--- src/rtl/mem_port_arbiter.sv ---
// Two-requester main-memory port arbiter: round-robin grant, fixed BEATS-word bursts, done routing.
// Optional watchdog abort enabled by defining MEM_ARB_TIMEOUT_EN.
module mem_port_arbiter #(
  parameter int ADDR_W  = 10,
  parameter int DATA_W  = 32,
  parameter int BEATS   = 4,
  parameter int TIMEOUT = 64
) (
  input  logic                      clock,
  input  logic                      reset_n,
  input  logic                      req0,
  input  logic                      req1,
  input  logic                      wr0,
  input  logic                      wr1,
  input  logic [ADDR_W-1:0]         addr0,
  input  logic [ADDR_W-1:0]         addr1,
  input  logic [DATA_W-1:0]         wdata0,
  input  logic [DATA_W-1:0]         wdata1,
  output logic                      gnt0,
  output logic                      gnt1,
  output logic [$clog2(BEATS)-1:0]  beat,
  output logic                      beat_ack,
  output logic                      burst_end,
  output logic [DATA_W-1:0]         rdata,
  output logic                      mem_valid,
  output logic                      mem_write,
  output logic [ADDR_W-1:0]         mem_addr,
  output logic [DATA_W-1:0]         mem_wdata,
  input  logic [DATA_W-1:0]         mem_rdata,
  input  logic                      mem_done,
  output logic                      err
);

  localparam int BW = $clog2(BEATS);

  typedef enum logic [1:0] {IDLE, BUSY, RELEASE} state_t;

  state_t               state, state_nx;
  logic                 owner, owner_nx;
  logic                 ptr, ptr_nx;
  logic                 wr_q, wr_nx;
  logic [ADDR_W-1:BW+2] base_q, base_nx;
  logic [BW-1:0]        beat_q, beat_nx;
  logic                 busy, win, last_beat, timeout_hit;

  // Word offset bits of the request address are replaced by the beat index.
  logic unused_addr_bits;
  assign unused_addr_bits = ^{addr0[BW+1:0], addr1[BW+1:0]};

  assign busy      = (state == BUSY);
  assign last_beat = (beat_q == BW'(BEATS - 1));
  assign win       = (req0 && req1) ? ptr : req1;

`ifdef MEM_ARB_TIMEOUT_EN
  localparam int TW = $clog2(TIMEOUT + 1);
  logic [TW-1:0] idle_cnt;

  always_ff @(posedge clock or negedge reset_n) begin
    if (!reset_n)
      idle_cnt <= '0;
    else if (!busy || mem_done)
      idle_cnt <= '0;
    else
      idle_cnt <= idle_cnt + 1'b1;
  end

  // Fires on the TIMEOUT-th consecutive silent BUSY cycle; a same-cycle done wins.
  assign timeout_hit = busy && !mem_done && (idle_cnt == TW'(TIMEOUT - 1));
`else
  localparam int unused_timeout = TIMEOUT;
  assign timeout_hit = 1'b0;
`endif

  always_ff @(posedge clock or negedge reset_n) begin
    if (!reset_n) begin
      state  <= IDLE;
      owner  <= 1'b0;
      ptr    <= 1'b0;
      wr_q   <= 1'b0;
      base_q <= '0;
      beat_q <= '0;
    end else begin
      state  <= state_nx;
      owner  <= owner_nx;
      ptr    <= ptr_nx;
      wr_q   <= wr_nx;
      base_q <= base_nx;
      beat_q <= beat_nx;
    end
  end

  always_comb begin
    state_nx = state;
    owner_nx = owner;
    ptr_nx   = ptr;
    wr_nx    = wr_q;
    base_nx  = base_q;
    beat_nx  = beat_q;
    case (state)
      IDLE: begin
        if (req0 || req1) begin
          owner_nx = win;
          wr_nx    = win ? wr1 : wr0;
          base_nx  = win ? addr1[ADDR_W-1:BW+2] : addr0[ADDR_W-1:BW+2];
          beat_nx  = '0;
          state_nx = BUSY;
        end
      end
      BUSY: begin
        if (mem_done && !last_beat) begin
          beat_nx = beat_q + 1'b1;
        end else if (mem_done || timeout_hit) begin
          beat_nx  = '0;
          ptr_nx   = ~owner;
          state_nx = RELEASE;
        end
      end
      RELEASE: state_nx = IDLE;
      default: state_nx = IDLE;
    endcase
  end

  assign gnt0      = busy && !owner;
  assign gnt1      = busy && owner;
  assign beat      = beat_q;
  assign beat_ack  = busy && mem_done;
  assign burst_end = (beat_ack && last_beat) || timeout_hit;
  assign err       = timeout_hit;
  assign rdata     = mem_rdata;
  assign mem_valid = busy;
  assign mem_write = busy && wr_q;
  assign mem_addr  = busy ? {base_q, beat_q, 2'b00} : '0;
  assign mem_wdata = !busy ? '0 : (owner ? wdata1 : wdata0);

endmodule

--- config.mk ---
export PLATFORM = sky130hd
export DESIGN_NAME = mem_port_arbiter
export DESIGN_NICKNAME = d
export VERILOG_FILES = /design/src/rtl/mem_port_arbiter.sv
export SDC_FILE = /design/constraint.sdc
export NUM_CORES = 1
export LEC_CHECK = 0
export ABC_AREA = 1
export CORE_ASPECT_RATIO = 0.7
export CORE_UTILIZATION = 27
export DETAILED_ROUTE_END_ITERATION = 8
export PLACE_DENSITY = 0.95
export SLEW_MARGIN = 40
export SYNTH_ARGS = -nofsm -noshare
export SYNTH_HDL_FRONTEND = slang
export SYNTH_SLANG_ARGS = --single-unit
--- constraint.sdc ---
create_clock -name clock -period 2.52 [get_ports clock]
set_input_delay 0.252 -clock clock [delete_from_list [all_inputs] [get_ports clock]]
set_output_delay 0.252 -clock clock [all_outputs]
set_load 0.05 [all_outputs]
==> run summary, run 1 <==
The post-route minimum period came out at between 2 and 2.5 ns. Entering global routing, the biggest net connects 34 pins. After clock tree synthesis, the clock-pin slew on the worst setup and hold paths is about 0.05 ns. The via count of the first global-routing pass is about 1600. The total count of max-transition violations in the final report came out at 0. The tree is rooted in a sky130_fd_sc_hd__clkbuf_8. At the worst endpoint, the required time is 2.27 ns. The relative slew slack came out at 0.6282. The detailed router finished its first iteration with between 50 and 60 violations. The routed wire length is between 4 and 5 mm. Timing would allow up to roughly 460 MHz. The post-synthesis to final-layout area growth came out at 68.82%.

The clock network latency to the later pin of the worst-skew pair came out at approximately 0.24 ns. The length of the first detailed-routing pass in iterations is 4. The number of hold-repair buffers added at the cts stage came out at 0. The horizontal die dimension is 91.47 um.

The met2 usage came out at 0.2472. The initial utilization of the core area, before any placement, comes to 0.2847. The worst-case clock skew is between 0.003 and 0.004 ns. The tightest min-delay check is of the input port to async pin type. The design draws around 3.5 mW. Of the total power, the clock network draws 0.053.

The met1 usage in global routing is 0.1733. The most used flip-flop cell after synthesis is sky130_fd_sc_hd__dfrtp_1. The endpoint class of the critical path is an output pin. The count of maximum capacitance violations came out at 0.

After detailed routing, the number of vias per cell comes to about 4.2. Routability-driven placement finished with a final weighted congestion of around 0.74. The total power density per cell area came out at about 1400 mW/mm2. The number of gates resized after CTS was 0. VDD sags by at most roughly 0.0008 V. The flow ran to the end, and the final reports show no timing, DRC or antenna violations. The most area-hungry cell type in the Yosys netlist is sky130_fd_sc_hd__nand2_1. The setup path with the least slack is of type flip-flop to output pin.

In the post-synthesis netlist, the cell with the most instances is sky130_fd_sc_hd__nand2_1. The floorplan core area came out at ~0.0053 mm2. By area the synthesized netlist is led by sky130_fd_sc_hd__nand2_1 (30%), sky130_fd_sc_hd__dfrtp_1 (22%), sky130_fd_sc_hd__buf_4 (18%). The proportion of total power due to net switching came out at 0.6305. The type of element launching the critical path is a flip-flop. The fraction of registers with async set or reset after synthesis is 1.000. The number of enable-type register cells in the synthesized netlist came out at 0. The sum of negative setup slack is 0 ns. The I/O pin count came out at 206. For met3 alone, demand over resource in global routing was 0.05516. Summed over all nets, the switching power comes to around 2.2 mW. The number of synthesized register bits is 13. The combined area of all synthesized cells came out at between 0.0015 and 0.002 mm2. The number of standard-cell rows in the floorplan came out at 22. The maximum number of buffers from clock root to sink came out at 2. Ranked by instance count, the synthesized netlist is headed by sky130_fd_sc_hd__nand2_1 (119), sky130_fd_sc_hd__buf_4 (36), sky130_fd_sc_hd__inv_1 (28), sky130_fd_sc_hd__nand3_1 (16). The global-route total usage across every layer came out at 0.1479.

The number of antenna violations at the first check in global routing came out at 0. The share of the core filled with cells came out at 0.4807. The number of clock buffers inserted by TritonCTS is 3. After detailed routing, the number of remaining DRC violations is 0. The arrival time of the worst setup path is about 1.9 ns.

Measured in cells, the most critical reg-to-reg path has a length of 6. The total overflow left after global routing is 0. The number of setup buffers added after CTS came out at 0. The final count of hold timing violations came out at 0. The number of nets in the finished design came out at 475. The share of cells above drive strength 1 is 0.1543. The wire length of the first global-routing pass came out at 7.086 mm. The peak fanout along the critical path is 15.

The static leakage is between 1 and 1.5 nW. TritonCTS built the clock tree. The setup violation total in the final timing report is 0. The register area share after synthesis is 0.2151. Setup repair after global routing left no endpoint under its margin. For this run, the number of Yosys warnings is 0. Of the post-synthesis cell area, the dominant cell type holds 0.2953. The overall via count from detail_route came out at 1762. The transition at the pin with the smallest max-transition slack is 0.5559 ns. The final worst-path cycle share is 0.8588. In this run the critical register-to-register path is launched from state[1]. The fraction of power consumed by sequential logic is 0.107.

The count of nets left with antenna violations once routing finished came out at 0. The number of H-tree branching levels came out at 1. The internal power of the cells totals ~1.3 mW.

The combinational fraction of design power is 0.840. The average cell area after synthesis is between 5 and 6 um2. The cell count after synthesis came out at between 200 and 300. The die extent in y came out at 64.63 um.

The die covers 0.005911 mm2. The number of distinct library cells after synthesis came out at 21. The busiest layer in global routing is met2. The clock sink count came out at 13. The register-to-register path setup slack came out at 1.20 ns. Port buffering added 130 buffers. The antenna diode count came out at 0.

The half-perimeter wire length after detailed placement came out at 3.856 mm. The average wire per cell in the routed design came out at 11.00 um. In this run the critical register-to-register path is captured at ptr.
[area by class of cell]
class / instances / area, um2
Fill cell: 520 / 2759
Timing Repair Buffer: 132 / 1236
Multi-Input combinational cell: 170 / 733.2
Sequential cell: 13 / 325.3
Inverter: 31 / 123.9
Tap cell: 72 / 90.09
Clock buffer: 4 / 45.04
[power by group through the flow]
| stage | logic, mW | registers (mW) | clock network (mW) |
|---|---|---|---|
| finish | 2.96 | 0.378 | 0.186 |
| global route | 3.13 | 0.392 | 0.201 |
| CTS | 2.99 | 0.378 | 0.190 |
| detailed placement | 2.98 | 0.380 | 0 |
| global placement | 2.94 | 0.376 | 0 |
| floorplan | 2.23 | 0.415 | 0 |
[critical path, stage by stage (launching register included)]
cell and delay [ns]:
sky130_fd_sc_hd__dfrtp_1 0.39, sky130_fd_sc_hd__inv_2 0.08, sky130_fd_sc_hd__nand2_4 0.14, sky130_fd_sc_hd__inv_4 0.12
sky130_fd_sc_hd__nand2_1 0.08, sky130_fd_sc_hd__inv_1 0.06, sky130_fd_sc_hd__clkdlybuf4s50_1 0.79
[sequential cells by signal (all words and copies together), names as in the netlist]
signal  count
beat        2
ptr         1
base_q      6
wr_q        1
owner       1
state       2
[layout by cell type, fill, tap and decap left out]
cell type                         count
sky130_fd_sc_hd__dfrtp_1             13
sky130_fd_sc_hd__clkbuf_8             3
sky130_fd_sc_hd__inv_2                1
sky130_fd_sc_hd__nand2_4              2
sky130_fd_sc_hd__buf_4               34
sky130_fd_sc_hd__nand3_1             16
sky130_fd_sc_hd__clkdlybuf4s50_1     98
sky130_fd_sc_hd__o21ai_2              1
sky130_fd_sc_hd__clkbuf_1             1
sky130_fd_sc_hd__inv_6                1
sky130_fd_sc_hd__inv_1               28
sky130_fd_sc_hd__nor2_2               1
sky130_fd_sc_hd__conb_1               3
sky130_fd_sc_hd__nand2_2              9
sky130_fd_sc_hd__o21ai_0              3
sky130_fd_sc_hd__inv_4                1
sky130_fd_sc_hd__nor2_1              13
sky130_fd_sc_hd__nand2_1            119
sky130_fd_sc_hd__nor2_8               1
sky130_fd_sc_hd__ha_1                 1
sky130_fd_sc_hd__nor3_1               1
[metal layers]
metal	vias to the layer above	share of wire	wire, um
li1	904	-	-
met1	763	0.42	1956
met2	81	0.47	2181
met3	14	0.091	422
met4	0	0.018	83
met5	-	0	0
[cell families (layout without fill, tap and decap cells)]
family | Yosys count | in the layout | synth area share
AO/OA/AOI/OAI | 4 | 4 | 0.01571
adder cells (fa/ha/maj) | 1 | 1 | 0.008270
flip-flops | 13 | 13 | 0.2151
AND/OR/NAND/NOR | 162 | 162 | 0.4533
buffers and inverters | 75 | 167 | 0.3052
other | 1 | 3 | 0.002479
[stage by stage]
step / std cells / hold slack, ns / setup slack, ns / area (um2)
final: 422 / 0.3674 / 0.3558 / 2554
after floorplan: 258 / -0.04359 / 0.5548 / 1520
after CTS: 422 / 0.3938 / 0.3421 / 2554
after detailed placement: 418 / 0.4680 / 0.4371 / 2509
after global placement: 418 / 0.4627 / 0.4214 / 2509
after global routing: 422 / 0.4270 / 0.2763 / 2554
[worst max path at each step]
stage	end	cells after the start	start	slack [ns]
after global placement	burst_end	4	mem_done	0.42
after floorplan	ptr	4	beat[1]	0.55
after CTS	beat_ack	6	state[1]	0.34
after global routing	beat_ack	6	state[1]	0.28
after detailed placement	burst_end	4	mem_done	0.44
final	beat_ack	6	state[1]	0.36
Power figures use the tool's default switching activity.
==> inputs of run 2 (changes only) <==
- CORE_UTILIZATION: 27 -> 25
- PLACE_DENSITY: 0.95 -> 0.92
==> run 2 against run 1 <==
Net effect:
- cell area is 0.15% higher
- flip-flop and latch count stayed put
- die area up 7.8%
- highest routed layer unchanged
==> run summary, run 2 (synthesis results as in run 1) <==
The root buffer cell is sky130_fd_sc_hd__clkbuf_8. The initial core utilization was 0.2615 (-0.02322). The first-iteration detailed-routing DRC count came out at 36 (-32%).

The net switching power came out at 2.246 mW (+1.0%). The overall via count from detail_route is 1766 (+0.23%). The sum of negative setup slack is 0 ns (unchanged). Leaving out fill and tap cells, the most frequent cells in the layout are sky130_fd_sc_hd__nand2_1 (119), sky130_fd_sc_hd__clkdlybuf4s50_1 (98), sky130_fd_sc_hd__buf_4 (34). The die extent in y came to 67.08 um (+3.8%). The routability-driven placement congestion ratio is 0.8081 (+9.9%). The wire length of the first global-routing pass came out at 7.224 mm (+1.9%). The setup path with the least slack is of type flip-flop to output pin. The number of flip-flops in the largest register came out at 6 (unchanged). The horizontal die dimension came out at 94.98 um (+3.8%). The number of antenna-violating nets in the routed design was 0 (unchanged).

The relative slew slack is 0.5815 (-0.04676). The floorplan core area was 0.005784 mm2 (+8.9%). The clock sink count came out at 13 (unchanged).

The endpoint class of the critical path is an output pin. The post-place instance area is 0.002512 mm2 (+0.15%). The arrival time of the worst setup path came out at 1.92 ns (about the same). The count of maximum capacitance violations was 0 (unchanged). The antenna diode count is 0 (unchanged). The number of hold-repair buffers added at the cts stage was 0 (unchanged).

The worst-case clock skew came out at 0.003755 ns (+0.0006544 ns). The setup violation total in the final timing report is 0 (unchanged). The static leakage is 1.360 nW (unchanged). TritonCTS built the clock tree. The maximum vdd drop came out at 0.0008827 V (+8.9%). The number of vias per cell after detailed routing came out at 4.155 (-0.48%). The number of DRC violations after detailed routing came to 0 (unchanged). The post-route minimum period is 2.175 ns (+0.01057 ns). The fraction of power consumed by sequential logic is 0.108 (about the same). The final count of hold timing violations came to 0 (unchanged). The clock transition at the registers of the reported paths was 0.06 ns (about the same). The number of setup buffers added after CTS came out at 0 (unchanged). The cell area after layout is 0.002557 mm2 (+0.15%). The number of nets in the finished design was 475 (unchanged).

The peak fanout along the critical path came out at 4 (-11). The transition at the pin with the smallest max-transition slack is 0.6259 ns (+0.06992 ns). The register-to-register path setup slack is 1.16 ns (-0.04 ns).

The number of antenna violations at the first check in global routing came out at 0 (unchanged). The worst reg2reg path depth is 6 (unchanged). The worst register-to-register path begins at state[1].

The worst hold slack was 0.3884 ns (+0.02099 ns). The maximum number of buffers from clock root to sink is 2 (unchanged). The number of standard-cell rows in the floorplan came out at 23 (+4.5%). The number of I/O port buffers came to 130 (unchanged). The number of clock buffers inserted by TritonCTS is 3 (unchanged). The routed wire length is 5.134 mm (+11%). The clock share of power is 0.055 (+0.002). The via count of the first global-routing pass is 1507 (-5.0%).

The combinational fraction of design power came out at 0.837 (-0.003). The number of H-tree branching levels came out at 1 (unchanged). The most common library cell in the layout ignoring fill and taps is sky130_fd_sc_hd__nand2_1. The average wire per cell in the routed design is 12.08 um (+9.8%). The area of the die came to 0.006371 mm2 (+7.8%).

The required arrival time at the worst endpoint came out at 2.27 ns (about the same). The global-route total usage across every layer came out at 0.1483 (+0.0004724). The area growth from synthesis to layout is 69.07%. The I/O pin count is 206 (unchanged). The clock network latency to the later pin of the worst-skew pair is 0.25 ns (about the same).

The total grt overflow is 0 (unchanged). The total of fill cells in the finished design is 587 (+13%). Setup repair after global routing left no endpoint under its margin. The proportion of total power due to net switching came to 0.6327 (+0.002224). The final worst-path cycle share was 0.8630 (+0.004193).

The half-perimeter wire length after detailed placement was 4.192 mm (+8.7%). The length of the first detailed-routing pass in iterations was 4 (unchanged). The class of the most critical hold timing path is input port to async pin. The fmax came to 459.8 MHz (-0.49%). The internal cell power came out at 1.304 mW (about the same).

The worst reg2reg path endpoint is ptr. The timing startpoint of the critical path is beat[1]. The total count of max-transition violations in the final report is 0 (unchanged). The pin count of the biggest net entering global routing is 30 (-12%).

The worst setup path is launched from a flip-flop. The number of instances resized during post-cts repair is 0 (unchanged). The share of cells above drive strength 1 came to 0.1543 (unchanged). The flow ran to the end, and the final reports show no timing, DRC or antenna violations.

Counting flops per register, the top entry is base_q. The total power density per cell area is 1388 mW/mm2 (+0.53%).
[run 2: cell counts in the layout (fill, tap and decap cells not counted)]
Identical to the previous run, type by type.
[run 2: worst max path at each step]
stage           endpoint  slack (ns)  cells after the start
2_1_floorplan        ptr        0.55                      4
3_3_place_gp   burst_end        0.40                      4
3_5_place_dp   burst_end        0.39                      4
4_1_cts        burst_end        0.33                      4
5_1_grt         beat_ack        0.25                      6
6_report       burst_end        0.35                      4
[run 2: stage by stage]
| step | worst slack, ns | total power [mW] | cells | util |
|---|---|---|---|---|
| after floorplan | 0.5548 | 2.641 | 258 | - |
| after global placement | 0.4016 | 3.333 | 421 | 0.4344 |
| after detailed placement | 0.3869 | 3.373 | 421 | 0.4344 |
| after CTS | 0.3295 | 3.578 | 425 | 0.4421 |
| after global routing | 0.2527 | 3.769 | 425 | 0.4421 |
| final | 0.3452 | 3.550 | 425 | 0.4421 |
[run 2: power by group through the flow]
stage / Clock (mW) / Sequential [mW] / Combinational, mW
final: 0.195 / 0.383 / 2.97
after detailed placement: 0 / 0.384 / 2.99
after global routing: 0.205 / 0.392 / 3.17
after floorplan: 0 / 0.415 / 2.23
after CTS: 0.199 / 0.383 / 3.00
after global placement: 0 / 0.376 / 2.96
[run 2: area by class of cell]
type	count	area [um2]	area share
sequential	13	325.3	0.1272
multi-input combinational	170	733.2	0.2867
tap	75	93.84	0.03669
timing repair buffer	132	1236	0.4834
inverter	31	123.9	0.04843
clock buffer	4	45.04	0.01761
[run 2: critical path, cell delays in order (launching register included)]
cell                              delay [ns]
sky130_fd_sc_hd__dfrtp_1                0.40
sky130_fd_sc_hd__ha_1                   0.19
sky130_fd_sc_hd__nand2_1                0.09
sky130_fd_sc_hd__nor2_1                 0.16
sky130_fd_sc_hd__clkdlybuf4s50_1        0.84
[run 2: routing by layer]
metal / routed length [um] / vias up / GRT usage
met4: 33 / 0 / 0.02652
met3: 485 / 5 / 0.05936
li1: - / 901 / -
met1: 2149 / 771 / 0.1757
met2: 2465 / 89 / 0.2545
met5: 0 / - / 0
